==> src/rtl/latch_ctrl_pkg.sv <==
// Shared state encoding and default geometry for the latch-bank write controller.
package latch_ctrl_pkg;

    localparam int DEF_N_REQ  = 4;
    localparam int DEF_DW     = 8;
    localparam int DEF_NWORD  = 4;
    localparam int DEF_EN_CYC = 1;

    typedef enum logic [1:0] {
        ST_IDLE   = 2'd0,
        ST_SETUP  = 2'd1,
        ST_ENABLE = 2'd2,
        ST_HOLD   = 2'd3
    } state_t;

endpackage

==> src/rtl/rr_arbiter.sv <==
// Combinational round-robin pick: first asserted req at or after ptr, wrapping.
module rr_arbiter
    import latch_ctrl_pkg::*;
#(
    parameter int N_REQ = DEF_N_REQ,
    localparam int IW   = (N_REQ > 1) ? $clog2(N_REQ) : 1
) (
    input  logic [N_REQ-1:0] req,
    input  logic [IW-1:0]    ptr,
    output logic [IW-1:0]    winner,
    output logic             valid
);

    logic [IW:0] idx;

    always_comb begin
        winner = '0;
        valid  = 1'b0;
        idx    = '0;
        for (int i = 0; i < N_REQ; i++) begin
            idx = {1'b0, ptr} + (IW+1)'(i);
            if (idx >= (IW+1)'(N_REQ)) begin
                idx = idx - (IW+1)'(N_REQ);
            end
            if (!valid && req[idx[IW-1:0]]) begin
                valid  = 1'b1;
                winner = idx[IW-1:0];
            end
        end
    end

endmodule

==> src/rtl/latch_bank_arbiter.sv <==
// Arbitrates N_REQ writers onto a shared latch bank: data set up one cycle before
// a one-hot enable pulse of EN_CYC cycles, then held one cycle while ack is issued.
module latch_bank_arbiter
    import latch_ctrl_pkg::*;
#(
    parameter int N_REQ  = DEF_N_REQ,
    parameter int DW     = DEF_DW,
    parameter int NWORD  = DEF_NWORD,
    parameter int EN_CYC = DEF_EN_CYC,
    localparam int AW    = (NWORD > 1) ? $clog2(NWORD) : 1,
    localparam int IW    = (N_REQ > 1) ? $clog2(N_REQ) : 1
) (
    input  logic                clk,
    input  logic                rst,
    input  logic [N_REQ-1:0]    req,
    input  logic [N_REQ*DW-1:0] wdata,
    input  logic [N_REQ*AW-1:0] waddr,
    output logic [DW-1:0]       lat_d,
    output logic [NWORD-1:0]    lat_en,
    output logic [N_REQ-1:0]    ack,
    output logic                busy,
    output logic [IW-1:0]       gnt_id
);

    state_t        state;
    logic [IW-1:0] ptr;
    logic [IW-1:0] win;
    logic          win_vld;
    logic [AW-1:0] addr;
    logic [2:0]    cnt;

    rr_arbiter #(.N_REQ(N_REQ)) u_rr (
        .req    (req),
        .ptr    (ptr),
        .winner (win),
        .valid  (win_vld)
    );

    always_ff @(posedge clk or posedge rst) begin
        if (rst) begin
            state  <= ST_IDLE;
            lat_d  <= '0;
            lat_en <= '0;
            ack    <= '0;
            busy   <= 1'b0;
            gnt_id <= '0;
            ptr    <= '0;
            addr   <= '0;
            cnt    <= '0;
        end else begin
            ack <= '0;
            case (state)
                ST_IDLE: begin
                    lat_en <= '0;
                    if (win_vld) begin
                        // Capture everything now; requester inputs are ignored until IDLE.
                        lat_d  <= wdata[int'(win)*DW +: DW];
                        addr   <= waddr[int'(win)*AW +: AW];
                        gnt_id <= win;
                        busy   <= 1'b1;
                        state  <= ST_SETUP;
                    end
                end
                ST_SETUP: begin
                    lat_en <= {{(NWORD-1){1'b0}}, 1'b1} << addr;
                    cnt    <= '0;
                    state  <= ST_ENABLE;
                end
                ST_ENABLE: begin
                    if (cnt == 3'(EN_CYC-1)) begin
                        lat_en      <= '0;
                        ack[gnt_id] <= 1'b1;
                        ptr         <= (gnt_id == IW'(N_REQ-1)) ? '0 : gnt_id + 1'b1;
                        state       <= ST_HOLD;
                    end else begin
                        cnt <= cnt + 3'd1;
                    end
                end
                ST_HOLD: begin
                    busy  <= 1'b0;
                    state <= ST_IDLE;
                end
                default: begin
                    lat_en <= '0;
                    busy   <= 1'b0;
                    state  <= ST_IDLE;
                end
            endcase
        end
    end

endmodule

==> config.mk <==
export PLATFORM = sky130hd
export DESIGN_NAME = latch_bank_arbiter
export DESIGN_NICKNAME = d
export VERILOG_FILES = /design/src/rtl/latch_ctrl_pkg.sv /design/src/rtl/rr_arbiter.sv /design/src/rtl/latch_bank_arbiter.sv
export SDC_FILE = /design/constraint.sdc
export NUM_CORES = 1
export LEC_CHECK = 0
export CAP_MARGIN = 20
export CELL_PAD_IN_SITES_DETAIL_PLACEMENT = 0
export CELL_PAD_IN_SITES_GLOBAL_PLACEMENT = 1
export CORE_MARGIN = 1
export CORE_UTILIZATION = 29
export CTS_CLUSTER_DIAMETER = 60
export DETAILED_ROUTE_END_ITERATION = 16
export PLACE_DENSITY_LB_ADDON = 0.1
export SYNTH_ARGS = -nofsm -noshare
export SYNTH_HDL_FRONTEND = slang
export SYNTH_SLANG_ARGS = --single-unit
==> constraint.sdc <==
create_clock -name clk -period 1.55 [get_ports clk]
set_clock_uncertainty 0.2 [all_clocks]
set_input_delay 0.3875 -clock clk [delete_from_list [all_inputs] [get_ports clk]]
set_output_delay 0.3875 -clock clk [all_outputs]
set_load 0.03 [all_outputs]
# Word-level counts from Yosys, hierarchy flattened
# Cells that the tools add are included.
[word_totals]
reg_bits = 28
input_bits = 46
out_inout_bits = 19
word_cells = 90
[classes]
addsub = 9
magnitude_cmp = 10
n_eq_ne = 7
shift = 3
muxes = 34
reduce_logical = 18
[op_table]
columns = ["cell", "count"]
rows = [
  ["indexed part select 32 x 6 -> 8 bit", 1],
  ["2-to-1 mux 2 bit", 11],
  ["less-than comparator 2 x 3 -> 1 bit (second input constant)", 5],
  ["2-to-1 mux 4 bit", 3],
  ["case mux 4 bit (3 select lines)", 1],
  ["AND reduction 2 bit", 6],
  ["2-to-1 mux 1 bit", 10],
  [">= comparator 3 bit (second input constant)", 3],
  ["binary-select mux 1 bit (select 2 bit)", 4],
  ["case mux 2 bit (4 select lines)", 1],
  ["indexed part select 8 x 4 -> 2 bit", 1],
  ["subtractor 2 x 1 -> 2 bit (second input constant)", 4],
  ["adder 2 x 2 -> 3 bit (second input constant)", 2],
  ["== test 2 bit (second input constant)", 3],
  ["case mux 3 bit (2 select lines)", 1],
  ["logical AND 1 bit", 4],
  ["inequality test 2 bit (second input constant)", 2],
  ["nonzero test 2 bit", 2],
  ["left shift 1 x 2 -> 4 bit (first input constant)", 1],
  ["adder 2 x 1 -> 3 bit (second input constant)", 1],
  ["adder 3 x 1 -> 3 bit (second input constant)", 1],
  [">= comparator 2 x 3 -> 1 bit (second input constant)", 1],
  ["zero test 1 bit", 3],
  ["zero test 3 bit", 1],
  ["9 further kinds", 9],
]

# Logic depth before layout (Yosys ltp)
[depth]
ltp_word = 16
ltp_mapped = 6

# By module
# Synthesis repeated with hierarchy kept, for this count alone.
[unflattened]
cells_unflattened = 152
hier_area_um2 = 1627.8
[modules_own_cells]
columns = ["module", "n_inst", "cells_each", "area_per_inst_um2", "seq_area_each_um2"]
rows = [
  ["latch_bank_arbiter", 1, 137, 1550.2, 700.7],
  ["rr_arbiter", 1, 15, 77.6, 0.0],
]

# Least setup slack after synthesis
# OpenSTA, ideal clock, no wires.
[synth_path]
path_kind = "reg-to-reg"
start = "reg state[0]"
end = "reg lat_en[0]"
arrival_ns = 1.353
slack_ns = -0.127
path_stages_with_launch = 6
n_path_buf = 0
path_cell_list = "dfrtp_1 > inv_1 > ha_1 > a21boi_2 > nor2_1 > mux2_2"
[synth_between]
elab_chain_cells = 3
[synth_lines]
columns = ["element", "line", "rtl"]
rows = [
  ["from (decl)", "latch_bank_arbiter.sv:25", "state_t state;"],
  ["from (signal assigned)", "latch_bank_arbiter.sv:41", "state <= ST_IDLE;"],
  ["from (signal assigned)", "latch_bank_arbiter.sv:61", "state <= ST_SETUP;"],
  ["from (signal assigned)", "latch_bank_arbiter.sv:67", "state <= ST_ENABLE;"],
  ["== test 2 bit, or another cell as far along", "latch_bank_arbiter.sv:52", "case (state)"],
  ["inequality test 2 bit (no source line) / nonzero test 3 bit (equally long branches)", "--", ""],
  ["AND reduction 2 bit (no source line)", "--", ""],
  ["to (signal assigned)", "latch_bank_arbiter.sv:65", "lat_en <= {{(NWORD-1){1'b0}}, 1'b1} << addr;"],
  ["to (decl)", "latch_bank_arbiter.sv:19", "output logic [NWORD-1:0] lat_en,"],
]
# Parallel ways exist; a longest one is shown, timed or not.
# A chain may end at the register's enable or synchronous reset.

# Worst setup path in the final report
[layout_path]
start = "in req[0]"
end = "reg lat_d[3]"
[layout_between]
elab_chain_cells = 13
[layout_lines]
columns = ["element", "line", "rtl"]
rows = [
  ["from (decl)", "latch_bank_arbiter.sv:15", "input logic [N_REQ-1:0] req,"],
  ["binary-select mux 1 bit (select 2 bit)", "rr_arbiter.sv:25", "if (!valid && req[idx[IW-1:0]]) begin"],
  ["2-to-1 mux 1 bit (implied by the code)", "rr_arbiter.sv:25", ""],
  ["2-to-1 mux 1 bit", "rr_arbiter.sv:25", ""],
  ["zero test 1 bit", "rr_arbiter.sv:25", ""],
  ["logical AND 1 bit", "rr_arbiter.sv:25", ""],
  ["2-to-1 mux 1 bit", "rr_arbiter.sv:25", ""],
  ["zero test 1 bit", "rr_arbiter.sv:25", ""],
  ["logical AND 1 bit", "rr_arbiter.sv:25", ""],
  ["2-to-1 mux 1 bit", "rr_arbiter.sv:25", ""],
  ["zero test 1 bit", "rr_arbiter.sv:25", ""],
  ["logical AND 1 bit", "rr_arbiter.sv:25", ""],
  ["2-to-1 mux 2 bit / 2-to-1 mux 1 bit (equally long branches)", "rr_arbiter.sv:25", ""],
  ["indexed part select 32 x 6 -> 8 bit / AND reduction 2 bit (equally long branches)", "--", ""],
  ["to (signal assigned)", "latch_bank_arbiter.sv:57", "lat_d <= wdata[int'(win)*DW +: DW];"],
  ["to (decl)", "latch_bank_arbiter.sv:18", "output logic [DW-1:0] lat_d,"],
]
# Parallel ways exist; a longest one is shown, timed or not. The select of a mux whose other input is x is not followed.

==> results_dict.tcl <==
set metrics [dict create \
    fin_crit_ps 1790 \
    vias_per_cell 4.72 \
    worstSkewPairLatency_ps 270 \
    ir_drop_uv 770 \
    drv_slew 0 \
    grtUsageMet2_pct 29.9 \
    setup_violations 12 \
    power.leakage_nw 1.28 \
    cts_made_buffers 3 \
    grt_pass1_wl_mm 7.40 \
    hold_violations 0 \
    grt_pass1_vias 1671 \
    fin_crit_sh_pct 116 \
    drtIter0Drc 60 \
    synth.area.top_cells "dfrtp_1 43%, mux2i_1 13%, ha_1 7.7%, nand2_1 5.8%, o221ai_1 5.4%" \
    postRouteAntennaNets 0 \
    busiest_layer "met2" \
    power_density_nw_per_um2 1650 \
    antenna_found_initial 0 \
    postSynthCellCount 152 \
    worst_slack_ps -243 \
    synth_largest_area_cell "dfrtp_1" \
    maxSlewHeadroom_pct 80.4 \
    gr-usage-met3_pct 3.81 \
    cp-end-kind "flop" \
    io_buffers 64 \
    violations "negative setup slack" \
    status "finished with violations" \
    initial_core_util_pct 30.9 \
    synth_fp_nets 208 \
    synth_top_area_share_pct 43.2 \
    postCtsHoldBufs 0 \
    drcViolationCount 0 \
    wl_mm 4.48 \
    worst-slew-pin-transition_ps 294 \
    dpl_cell_area_sq_um 2500 \
    grt_overflow 0 \
    synth_edf_count 0 \
    cap_violations 0 \
    grt_usage_pct 15.6 \
    p_total_mw 4.55 \
    avgSynthCellArea_sq_um 10.7 \
    grt_max_degree 29 \
    dieHeight_um 76.7 \
    synth_flop_cell "dfrtp_1" \
    cts_buffer_depth 2 \
    netlist_area_sq_um 1620 \
    cts.clk_slew.worst_paths_ps 90 \
    clk_root_buffer_cell "clkbuf_8" \
    gp_congestion 0.719 \
    ys_warn_count 0 \
    row_count 26 \
    fp.dieW_um 76.7 \
    reg2reg_slack_ps -240 \
    max_freq_mhz 558 \
    post-synth-top-count-cell "dfrtp_1" \
    htreeDepth 1 \
    fin_nets 307 \
    design_area_sq_um 2760 \
    worstSetupStartpointType "input port" \
    syn2layout_area_growth_pct 70.6 \
    wl_per_cell_um 14.0 \
    async_reset_ff_share_pct 100 \
    ys_top_cells_by_count "28 x dfrtp_1, 25 x nand2_1, 21 x mux2i_1" \
    ys_types 35 \
    rsz0062_at_grt "yes" \
    num_antenna_cells 0 \
    yosysSeqAreaShare_pct 43.2 \
    cts_tree "built" \
    critPathKind "in2reg" \
    min_path_type "in2async" \
    pin_count 65 \
    vias 1505 \
    drt_pass1_iterations 4 \
    cp_data_required_time_ps 1490 \
    fin_tns_setup_ps -2160 \
    arrival_ps 1730 \
    clock-sinks 28 \
    hpwl_mm 3.17 \
    met1_usage_pct 16.6 \
    die_area_sq_um 5890 \
    ff2ff_path_depth 6 \
    cp_max_fo 5 \
    design.core.area_sq_um 5240 \
    ys_seq_elements 28 \
    drive_gt1_share_pct 36.9 \
]
[sequential cells by signal, indices dropped and copies added, names as in the netlist]
register and flops:
gnt_id 2, ack 4, cnt 3, state 2
lat_en 4, busy 1, ptr 2, lat_d 8
addr 2
[stage by stage]
stage	setup slack, ps	utilization, %	cells	hold slack, ps
after floorplan	-51.8	-	152	251
after global placement	-706	47.8	306	274
after detailed placement	-801	47.8	306	274
after CTS	-325	51.9	316	252
after global routing	-318	52.8	319	262
final	-243	52.8	319	244
[layout by cell type, fill, tap and decap left out, types with 4 or more instances in the layout]
| master | n |
|---|---|
| nand2_1 | 25 |
| dfrtp_1 | 26 |
| inv_1 | 6 |
| buf_4 | 44 |
| ha_1 | 5 |
| and2_1 | 4 |
| o221ai_1 | 9 |
| mux2i_1 | 18 |
| o21ai_1 | 4 |
| clkdlybuf4s50_1 | 41 |
| buf_6 | 6 |
[power breakdown]
part           internal [mW]  switching [mW]  total [mW]
sequential              1.02           0.231        1.25
combinational           1.46            1.44        2.91
clock                  0.174           0.218       0.393
[logic make-up (layout without fill, tap and decap cells)]
group	Yosys count	in the layout	synth area share, %
compound gates	29	29	13.9
buf+inv	14	110	4.94
fa+ha+maj	10	10	7.72
mux	24	24	15.1
flops	28	28	43.2
simple gates	47	48	15.1
[layer usage]
metal	vias to the layer above	wire [um]
met2	51	2410
met3	6	260
li1	739	-
met5	-	0
met1	709	1770
met4	0	36
[layout make-up]
type	count	area (sq um)
Clock buffer	3	41.3
Fill cell	477	2470
Inverter	9	33.8
Multi-Input combinational cell	111	1000
Sequential cell	28	703
Tap cell	70	87.6
Timing Repair Buffer	98	896
[what timing repair did]
action | 4_1_cts | 5_1_grt
pin swaps | 8 | 14
resized for setup | 28 | 28
setup buffers | 4 | 6
setup endpoints to repair | 20 | 23
gates cloned | 3 | 0
[worst paths after layout]
kind / to / from
min in group clk: cnt[2] / cnt[2]
min reg2reg: cnt[2] / cnt[2]
min: lat_en[0] / rst
max reg2reg: lat_d[3] / ptr[0]
max in group asynchronous: gnt_id[0] / rst
max: lat_d[3] / req[0]
[worst max-delay path: stages]
cell and delay, ps:
dlygate4sd2_1 270, nor2b_4 200, a21oi_4 50, o221ai_4 240, buf_6 200, mux2i_2 230, o221ai_1 140
Note: power is estimated with default switching activity, not from simulation.
